### config.mk
export PLATFORM = sky130hd
export DESIGN_NAME = acondicionador_botones_flat
export DESIGN_NICKNAME = d
export VERILOG_FILES = /design/src/rtl/gato_pkg.sv /design/src/rtl/acondicionador_botones_if.sv /design/src/rtl/antirrebote_canal.sv /design/src/rtl/acondicionador_botones.sv /design/src/flat_wrapper.sv
export SDC_FILE = /design/constraint.sdc
export NUM_CORES = 1
export LEC_CHECK = 0
export ABC_AREA = 1
export CORE_UTILIZATION = 38
export CTS_CLUSTER_DIAMETER = 60
export DETAILED_ROUTE_END_ITERATION = 6
export HOLD_SLACK_MARGIN = 0.02
export PLACE_DENSITY = 0.61
export SYNTH_ARGS = -nofsm -noshare
export SYNTH_HDL_FRONTEND = slang
export SYNTH_SLANG_ARGS = --single-unit
### constraint.sdc
create_clock -name clk -period 3.4 [get_ports clk]
set_input_delay 0.34 -clock clk [delete_from_list [all_inputs] [get_ports clk]]
set_output_delay 0.34 -clock clk [all_outputs]
set_load 0.02 [all_outputs]
### src/rtl/gato_pkg.sv
// Shared definitions for the push-button conditioning path of the tic-tac-toe board.
// Channel states, button indices (lower index wins arbitration) and counter sizing.
package gato_pkg;

  typedef enum logic [2:0] {
    ESPERA_SUELTO,
    REPOSO,
    FILTRO_PRESION,
    PRESIONADO,
    FILTRO_SUELTA
  } canal_estado_e;

  localparam int unsigned N_BTN      = 5;
  localparam int unsigned IDX_ELIGE  = 0;
  localparam int unsigned IDX_ARRIBA = 1;
  localparam int unsigned IDX_ABAJO  = 2;
  localparam int unsigned IDX_IZQ    = 3;
  localparam int unsigned IDX_DER    = 4;

  function automatic int unsigned cnt_width(
    input int unsigned a,
    input int unsigned b,
    input int unsigned c
  );
    int unsigned m;
    m = a;
    if (b > m) m = b;
    if (c > m) m = c;
    return $clog2(m + 1);
  endfunction

endpackage

### src/rtl/acondicionador_botones_if.sv
// Raw button inputs and conditioned one-cycle strobes of the button conditioner.
// master = button side / consumer, slave = conditioner.
interface acondicionador_botones_if;
  logic btn_arriba_raw;
  logic btn_abajo_raw;
  logic btn_izq_raw;
  logic btn_der_raw;
  logic btn_elige_raw;
  logic boton_arriba_reg;
  logic boton_abajo_reg;
  logic boton_izq_reg;
  logic boton_der_reg;
  logic boton_elige_reg;

  modport master (
    output btn_arriba_raw, btn_abajo_raw, btn_izq_raw,
    output btn_der_raw, btn_elige_raw,
    input  boton_arriba_reg, boton_abajo_reg, boton_izq_reg,
    input  boton_der_reg, boton_elige_reg
  );

  modport slave (
    input  btn_arriba_raw, btn_abajo_raw, btn_izq_raw,
    input  btn_der_raw, btn_elige_raw,
    output boton_arriba_reg, boton_abajo_reg, boton_izq_reg,
    output boton_der_reg, boton_elige_reg
  );
endinterface

### src/rtl/antirrebote_canal.sv
// One button channel: 2-flop synchroniser, debounce FSM with optional auto-repeat.
// Emits a registered single-cycle request per accepted press or repeat.
module antirrebote_canal
  import gato_pkg::*;
#(
  parameter int unsigned DEBOUNCE_CYCLES = 500000,
  parameter int unsigned REPEAT_DELAY    = 25000000,
  parameter int unsigned REPEAT_PERIOD   = 10000000,
  parameter bit          ACTIVE_HIGH_IN  = 1'b1,
  parameter bit          REPEAT_EN       = 1'b1
) (
  input  logic clk,
  input  logic rst_n,
  input  logic raw_i,
  output logic req_o
);

  localparam int unsigned CW =
    cnt_width(DEBOUNCE_CYCLES, REPEAT_DELAY, REPEAT_PERIOD);
  localparam logic [CW-1:0] DEB_C = CW'(DEBOUNCE_CYCLES);
  localparam logic [CW-1:0] DLY_C = CW'(REPEAT_DELAY);
  localparam logic [CW-1:0] PER_C = CW'(REPEAT_PERIOD);

  logic [1:0]    sync_q, sync_d;
  canal_estado_e state_q, state_d;
  logic [CW-1:0] cnt_q, cnt_d;
  logic          rep_q, rep_d;
  logic          req_q, req_d;
  logic          raw_pol;
  logic          sync;
  logic [CW-1:0] cnt_inc;
  logic [CW-1:0] rep_thr;

  assign raw_pol = ACTIVE_HIGH_IN ? raw_i : ~raw_i;
  assign sync    = sync_q[1];
  assign cnt_inc = (&cnt_q) ? cnt_q : cnt_q + 1'b1;
  // rep_q: 0 while waiting for the first repeat, 1 once in period phase
  assign rep_thr = rep_q ? PER_C : DLY_C;
  assign req_o   = req_q;

  always_ff @(posedge clk or negedge rst_n) begin
    if (!rst_n) begin
      sync_q  <= '0;
      state_q <= ESPERA_SUELTO;
      cnt_q   <= '0;
      rep_q   <= 1'b0;
      req_q   <= 1'b0;
    end else begin
      sync_q  <= sync_d;
      state_q <= state_d;
      cnt_q   <= cnt_d;
      rep_q   <= rep_d;
      req_q   <= req_d;
    end
  end

  always_comb begin
    sync_d  = {sync_q[0], raw_pol};
    state_d = state_q;
    cnt_d   = cnt_q;
    rep_d   = rep_q;
    unique case (state_q)
      ESPERA_SUELTO: begin
        if (sync) begin
          cnt_d = '0;
        end else if (cnt_inc >= DEB_C) begin
          state_d = REPOSO;
          cnt_d   = '0;
        end else begin
          cnt_d = cnt_inc;
        end
      end
      REPOSO: begin
        if (sync) begin
          state_d = FILTRO_PRESION;
          cnt_d   = '0;
        end
      end
      FILTRO_PRESION: begin
        if (!sync) begin
          state_d = REPOSO;
          cnt_d   = '0;
        end else if (cnt_inc >= DEB_C) begin
          state_d = PRESIONADO;
          cnt_d   = '0;
          rep_d   = 1'b0;
        end else begin
          cnt_d = cnt_inc;
        end
      end
      PRESIONADO: begin
        if (!sync) begin
          state_d = FILTRO_SUELTA;
          cnt_d   = '0;
        end else if (REPEAT_EN) begin
          if (cnt_inc >= rep_thr) begin
            cnt_d = '0;
            rep_d = 1'b1;
          end else begin
            cnt_d = cnt_inc;
          end
        end
      end
      FILTRO_SUELTA: begin
        // a bounce back to pressed resumes in period phase
        if (sync) begin
          state_d = PRESIONADO;
          cnt_d   = '0;
          rep_d   = 1'b1;
        end else if (cnt_inc >= DEB_C) begin
          state_d = REPOSO;
          cnt_d   = '0;
        end else begin
          cnt_d = cnt_inc;
        end
      end
      default: begin
        state_d = ESPERA_SUELTO;
        cnt_d   = '0;
      end
    endcase
  end

  always_comb begin
    req_d = 1'b0;
    unique case (state_q)
      FILTRO_PRESION: req_d = sync && (cnt_inc >= DEB_C);
      PRESIONADO:     req_d = REPEAT_EN && sync && (cnt_inc >= rep_thr);
      default:        req_d = 1'b0;
    endcase
  end

endmodule

### src/rtl/acondicionador_botones.sv
// Five debounced button channels behind a fixed-priority one-hot arbiter.
// Only the highest-priority request per cycle strobes; the rest are dropped.
module acondicionador_botones
  import gato_pkg::*;
#(
  parameter int unsigned DEBOUNCE_CYCLES = 500000,
  parameter int unsigned REPEAT_DELAY    = 25000000,
  parameter int unsigned REPEAT_PERIOD   = 10000000,
  parameter bit          ACTIVE_HIGH_IN  = 1'b1
) (
  input  logic                    clk,
  input  logic                    reset_all,
  acondicionador_botones_if.slave bus
);

  logic [N_BTN-1:0] raw;
  logic [N_BTN-1:0] req;
  logic [N_BTN-1:0] strobe_q, strobe_d;

  assign raw[IDX_ELIGE]  = bus.btn_elige_raw;
  assign raw[IDX_ARRIBA] = bus.btn_arriba_raw;
  assign raw[IDX_ABAJO]  = bus.btn_abajo_raw;
  assign raw[IDX_IZQ]    = bus.btn_izq_raw;
  assign raw[IDX_DER]    = bus.btn_der_raw;

  for (genvar i = 0; i < N_BTN; i++) begin : g_canal
    antirrebote_canal #(
      .DEBOUNCE_CYCLES (DEBOUNCE_CYCLES),
      .REPEAT_DELAY    (REPEAT_DELAY),
      .REPEAT_PERIOD   (REPEAT_PERIOD),
      .ACTIVE_HIGH_IN  (ACTIVE_HIGH_IN),
      .REPEAT_EN       (i != IDX_ELIGE)
    ) u_canal (
      .clk   (clk),
      .rst_n (reset_all),
      .raw_i (raw[i]),
      .req_o (req[i])
    );
  end

  always_comb begin
    strobe_d = '0;
    priority case (1'b1)
      req[IDX_ELIGE]:  strobe_d[IDX_ELIGE]  = 1'b1;
      req[IDX_ARRIBA]: strobe_d[IDX_ARRIBA] = 1'b1;
      req[IDX_ABAJO]:  strobe_d[IDX_ABAJO]  = 1'b1;
      req[IDX_IZQ]:    strobe_d[IDX_IZQ]    = 1'b1;
      req[IDX_DER]:    strobe_d[IDX_DER]    = 1'b1;
      default:         strobe_d = '0;
    endcase
  end

  always_ff @(posedge clk or negedge reset_all) begin
    if (!reset_all) begin
      strobe_q <= '0;
    end else begin
      strobe_q <= strobe_d;
    end
  end

  assign bus.boton_elige_reg  = strobe_q[IDX_ELIGE];
  assign bus.boton_arriba_reg = strobe_q[IDX_ARRIBA];
  assign bus.boton_abajo_reg  = strobe_q[IDX_ABAJO];
  assign bus.boton_izq_reg    = strobe_q[IDX_IZQ];
  assign bus.boton_der_reg    = strobe_q[IDX_DER];

endmodule

### src/flat_wrapper.sv
// flat-port wrapper written by rule: the top's interface ports become plain ports
module acondicionador_botones_flat import gato_pkg::*;
#(
  parameter int unsigned DEBOUNCE_CYCLES = 500000,
  parameter int unsigned REPEAT_DELAY    = 25000000,
  parameter int unsigned REPEAT_PERIOD   = 10000000,
  parameter bit          ACTIVE_HIGH_IN  = 1'b1
)
  (clk, reset_all, bus_btn_arriba_raw, bus_btn_abajo_raw, bus_btn_izq_raw, bus_btn_der_raw, bus_btn_elige_raw, bus_boton_arriba_reg, bus_boton_abajo_reg, bus_boton_izq_reg, bus_boton_der_reg, bus_boton_elige_reg);
  acondicionador_botones_if bus_i ();
  input  logic clk;
  input  logic reset_all;
  input wire logic [$bits(bus_i.btn_arriba_raw)-1:0] bus_btn_arriba_raw;
  input wire logic [$bits(bus_i.btn_abajo_raw)-1:0] bus_btn_abajo_raw;
  input wire logic [$bits(bus_i.btn_izq_raw)-1:0] bus_btn_izq_raw;
  input wire logic [$bits(bus_i.btn_der_raw)-1:0] bus_btn_der_raw;
  input wire logic [$bits(bus_i.btn_elige_raw)-1:0] bus_btn_elige_raw;
  output wire logic [$bits(bus_i.boton_arriba_reg)-1:0] bus_boton_arriba_reg;
  output wire logic [$bits(bus_i.boton_abajo_reg)-1:0] bus_boton_abajo_reg;
  output wire logic [$bits(bus_i.boton_izq_reg)-1:0] bus_boton_izq_reg;
  output wire logic [$bits(bus_i.boton_der_reg)-1:0] bus_boton_der_reg;
  output wire logic [$bits(bus_i.boton_elige_reg)-1:0] bus_boton_elige_reg;
  assign bus_i.btn_arriba_raw = bus_btn_arriba_raw;
  assign bus_i.btn_abajo_raw = bus_btn_abajo_raw;
  assign bus_i.btn_izq_raw = bus_btn_izq_raw;
  assign bus_i.btn_der_raw = bus_btn_der_raw;
  assign bus_i.btn_elige_raw = bus_btn_elige_raw;
  assign bus_boton_arriba_reg = bus_i.boton_arriba_reg;
  assign bus_boton_abajo_reg = bus_i.boton_abajo_reg;
  assign bus_boton_izq_reg = bus_i.boton_izq_reg;
  assign bus_boton_der_reg = bus_i.boton_der_reg;
  assign bus_boton_elige_reg = bus_i.boton_elige_reg;
  acondicionador_botones #(.DEBOUNCE_CYCLES(DEBOUNCE_CYCLES), .REPEAT_DELAY(REPEAT_DELAY), .REPEAT_PERIOD(REPEAT_PERIOD), .ACTIVE_HIGH_IN(ACTIVE_HIGH_IN)) u_core (.clk(clk), .reset_all(reset_all), .bus(bus_i));
endmodule
==> run_results.csv <==
group,metric,value,unit
placed_design,gp_congestion,0.9375,
sta,worst_pin_slew,1217,ps
sta,whs,329.9,ps
power_and_ir_drop,powerDensity,296.4,nW/um2
critical_path,cp_slowest_cell,"dfrtp_1",
routing,drc_errors,0,
routing,routed_wl,36940,um
global_route,antenna_found_initial,0,
power_and_ir_drop,switching_share,0.3037,
critical_path,r2r_start,"u_core.g_canal[3].u_canal.cnt_q[11]",
cells_and_area,final_common_cell,"nand2_1",
clock_network,cts.path.max_buffers,2,
clock_network,htreeDepth,4,
sta,period_needed,3247,ps
critical_path,critPathMostFrequentCell,"nand2_1",
critical_path,required,3740,ps
cells_and_area,diodes,0,
synthesis,yosysUniqueCellTypes,50,
floorplan,die_area,35590,um2
floorplan,start_util,0.3909,
floorplan,coreArea,33870,um2
hold_path,hold_path_class,"in -> reg",
critical_path,crit_path_end_kind,"flop",
critical_path,start_kind,"flop",
critical_path,timing.critical_path.buf_inv,0,
critical_path,cpPeakStageDelay,430,ps
clock_network,cts_root_buf,"clkbuf_16",
routing,drt_iter0_drc,1029,
hold_path,holdCritStartpoint,"bus_btn_arriba_raw",
clock_network,clkLatencyLatePin,440,ps
critical_path,arrival,3580,ps
routing,firstDrtPassIters,7,
critical_path,setup.worst_path.start,"u_core.g_canal[3].u_canal.cnt_q[11]",
synthesis,synth_edf_count,0,
global_route,track_usage,0.2088,
placed_design,dpl.hpwl,26740,um
power_and_ir_drop,clock_power_share,0.455,
global_route,grt_overflow,0,
placed_design,dp.cells,2563,
power_and_ir_drop,switching_power,1.373,mW
power_and_ir_drop,p_int,3.148,mW
global_route,grt_pass1_vias,12780,
synthesis,yosys_warnings,0,
routing,vias,13500,
clock_network,path_clk_slew,80,ps
power_and_ir_drop,seqPwrFrac,0.450,
cells_and_area,final_cell_mix,"nand2_1 (824), nor2_1 (268), inv_1 (194), dfrtp_1 (149), nand3_1 (131)",
sta,clock.fmax,308.0,MHz
status,status,"finished clean",
run,max-cap-violations,0,
synthesis,ys.flop_type,"dfrtp_1",
critical_path,critPathMaxFanout,4,
synthesis,synth-seq-cells,164,
clock_network,cts_tree,"done",
critical_path,crit_family,"simple AND/OR/NAND/NOR gates",
sta,slew_violations,0,
routing,ant_nets,0,
power_and_ir_drop,power,4.521,mW
sta,period_share,0.9549,
cells_and_area,utilization,0.4503,
synthesis,syn_area_per_cell,6.323,um2
sta,hold_viol,0,
clock_network,cts.sinks,164,
power_and_ir_drop,p_comb_frac,0.094,
floorplan,fp-row-count,67,
global_route,grt_start_max_net_pins,67,
sta,setup_viol,0,
global_route,grt_pass1_wl,61460,um
synthesis,async_flop_share,1.000,
critical_path,worstPathCellList,"nand2_1, nor2_2, nand2_1, nor2_2, xnor2_1, nand2_1, ha_1, nand4_1, nor4_2, nand4_1, nor3_1, nand2_1, nand2_1, nand2_2, nand3_4, nand3_2, nand2_1, nand2_1",
floorplan,die_width,188.7,um
cells_and_area,area_growth,15.19,%
critical_path,crit_type,"reg -> reg",
sta,slew_headroom,0.1829,
routing,wl_per_cell,14.04,um
placed_design,io_buffers,11,
cells_and_area,final_cells,2630,
synthesis,yosysSeqAreaShare,0.3100,
floorplan,die_y,188.7,um
cells_and_area,drive_gt1_frac,0.1137,
cells_and_area,fin_nets,2237,
sta,fin_skew,9.086,ps
power_and_ir_drop,ir_worst_vdd,0.3054,mV
power_and_ir_drop,p_leak,7.757,nW
synthesis,synth_area,13240,um2
routing,viasPerCell,5.131,
synthesis,synthCells,2094,
floorplan,io_pins,12,
clock_network,cts_buffers,17,
synthesis,synth_fp_nets,2162,
registers in the layout, summed over array words and instances (netlist names):
signal                          count
u_core.g_canal.u_canal.rep_q        4
u_core.strobe_q                     5
u_core.g_canal.u_canal.cnt_q      125
u_core.g_canal.u_canal.state_q     15
u_core.g_canal.u_canal.sync_q      10
u_core.g_canal.u_canal.req_o        5
worst paths after layout:
check / to / cells past startpoint / slack, ps
setup / recovery: u_core.g_canal[3].u_canal.cnt_q[8] / 18 / 150
hold / removal: u_core.g_canal[1].u_canal.sync_q[0] / 1 / 330
setup reg to reg: u_core.g_canal[3].u_canal.cnt_q[8] / 18 / 150
hold reg to reg: u_core.g_canal[0].u_canal.sync_q[1] / 0 / 350
max in group asynchronous: u_core.g_canal[4].u_canal.cnt_q[9] / 3 / 2070
min in group asynchronous: u_core.g_canal[3].u_canal.cnt_q[1] / 2 / 490
worst reg2reg max path, cell delays in order (launching register included):
cell	delay [ps]
dfrtp_1	430
nand2_1	150
nor2_2	180
nand2_1	110
nor2_2	110
xnor2_1	180
nand2_1	150
ha_1	330
nand4_1	170
nor4_2	310
nand4_1	120
nor3_1	140
nand2_1	80
nand2_1	100
nand2_2	90
nand3_4	160
nand3_2	180
nand2_1	100
nand2_1	50
power by group through the flow:
| stage | registers, mW | logic [mW] | clock network [mW] |
|---|---|---|---|
| 6_report | 2.04 | 0.426 | 2.06 |
| 5_1_grt | 2.04 | 0.480 | 2.18 |
| 4_1_cts | 2.04 | 0.410 | 2.11 |
| 3_5_place_dp | 2.07 | 0.404 | 0 |
| 3_3_place_gp | 2.07 | 0.400 | 0 |
| 2_1_floorplan | 2.07 | 0.254 | 0 |
synth_stat cells, types with 7 or more instances:
master	count	area, um2
inv_1	196	735.7
nand2_1	835	3134
xnor2_1	19	166.4
xor2_1	40	350.3
buf_2	9	45.04
a21oi_1	67	335.3
or2_2	7	43.79
nor3_1	26	130.1
o21bai_1	10	75.07
buf_6	12	135.1
nor2_2	13	81.33
clkbuf_1	14	52.55
nand3_1	133	665.6
nand4_1	54	337.8
dfrtp_1	164	4104
o21ai_0	50	250.2
nor2_1	287	1077
nand3b_1	9	67.56
nand2_2	21	131.4
ha_1	61	763.2
layout make-up:
| type | count | area (um2) |
|---|---|---|
| inverter | 203 | 762.0 |
| multi-input combinational | 1692 | 8417 |
| tap | 448 | 560.5 |
| fill | 3488 | 18620 |
| timing repair buffer | 91 | 754.5 |
| clock inverter | 15 | 209.0 |
| sequential | 164 | 4123 |
| clock buffer | 17 | 425.4 |
cell families after synthesis:
group / after synthesis / synth area share
AOI/OAI and AO/OA: 155 / 0.06785
xor gates and xnor gates: 59 / 0.03903
adders and majority gates: 61 / 0.05764
buffers and inverters: 243 / 0.07777
DFF: 164 / 0.3100
and+or+nand+nor: 1412 / 0.4477
per-layer routing:
layer	up-vias	track usage	part of all wire
met4	0	0.05831	0.019
met5	-	0	0
met3	59	0.02831	0.043
met1	6283	0.2772	0.47
li1	6805	-	-
met2	348	0.3532	0.47
what timing repair did:
action | CTS | global route
endpoints found under the setup margin | 11 | 102
pin swaps | 1 | 15
gates cloned | 1 | 4
buffers inserted | 0 | 29
hold buffers | 1 | 0
hold endpoints to repair | 63 | 0
resized for setup | 2 | 76
metrics by stage:
stage	TNS (ps)	setup WS [ps]	cell area [um2]
floorplan	0	48.37	13240
global placement	0	133.8	14040
detailed placement	-2.583	-2.321	14040
CTS	0	7.713	14710
global route	-925.4	-54.58	15250
finish	0	153.5	15250
Power figures use the tool's default switching activity.
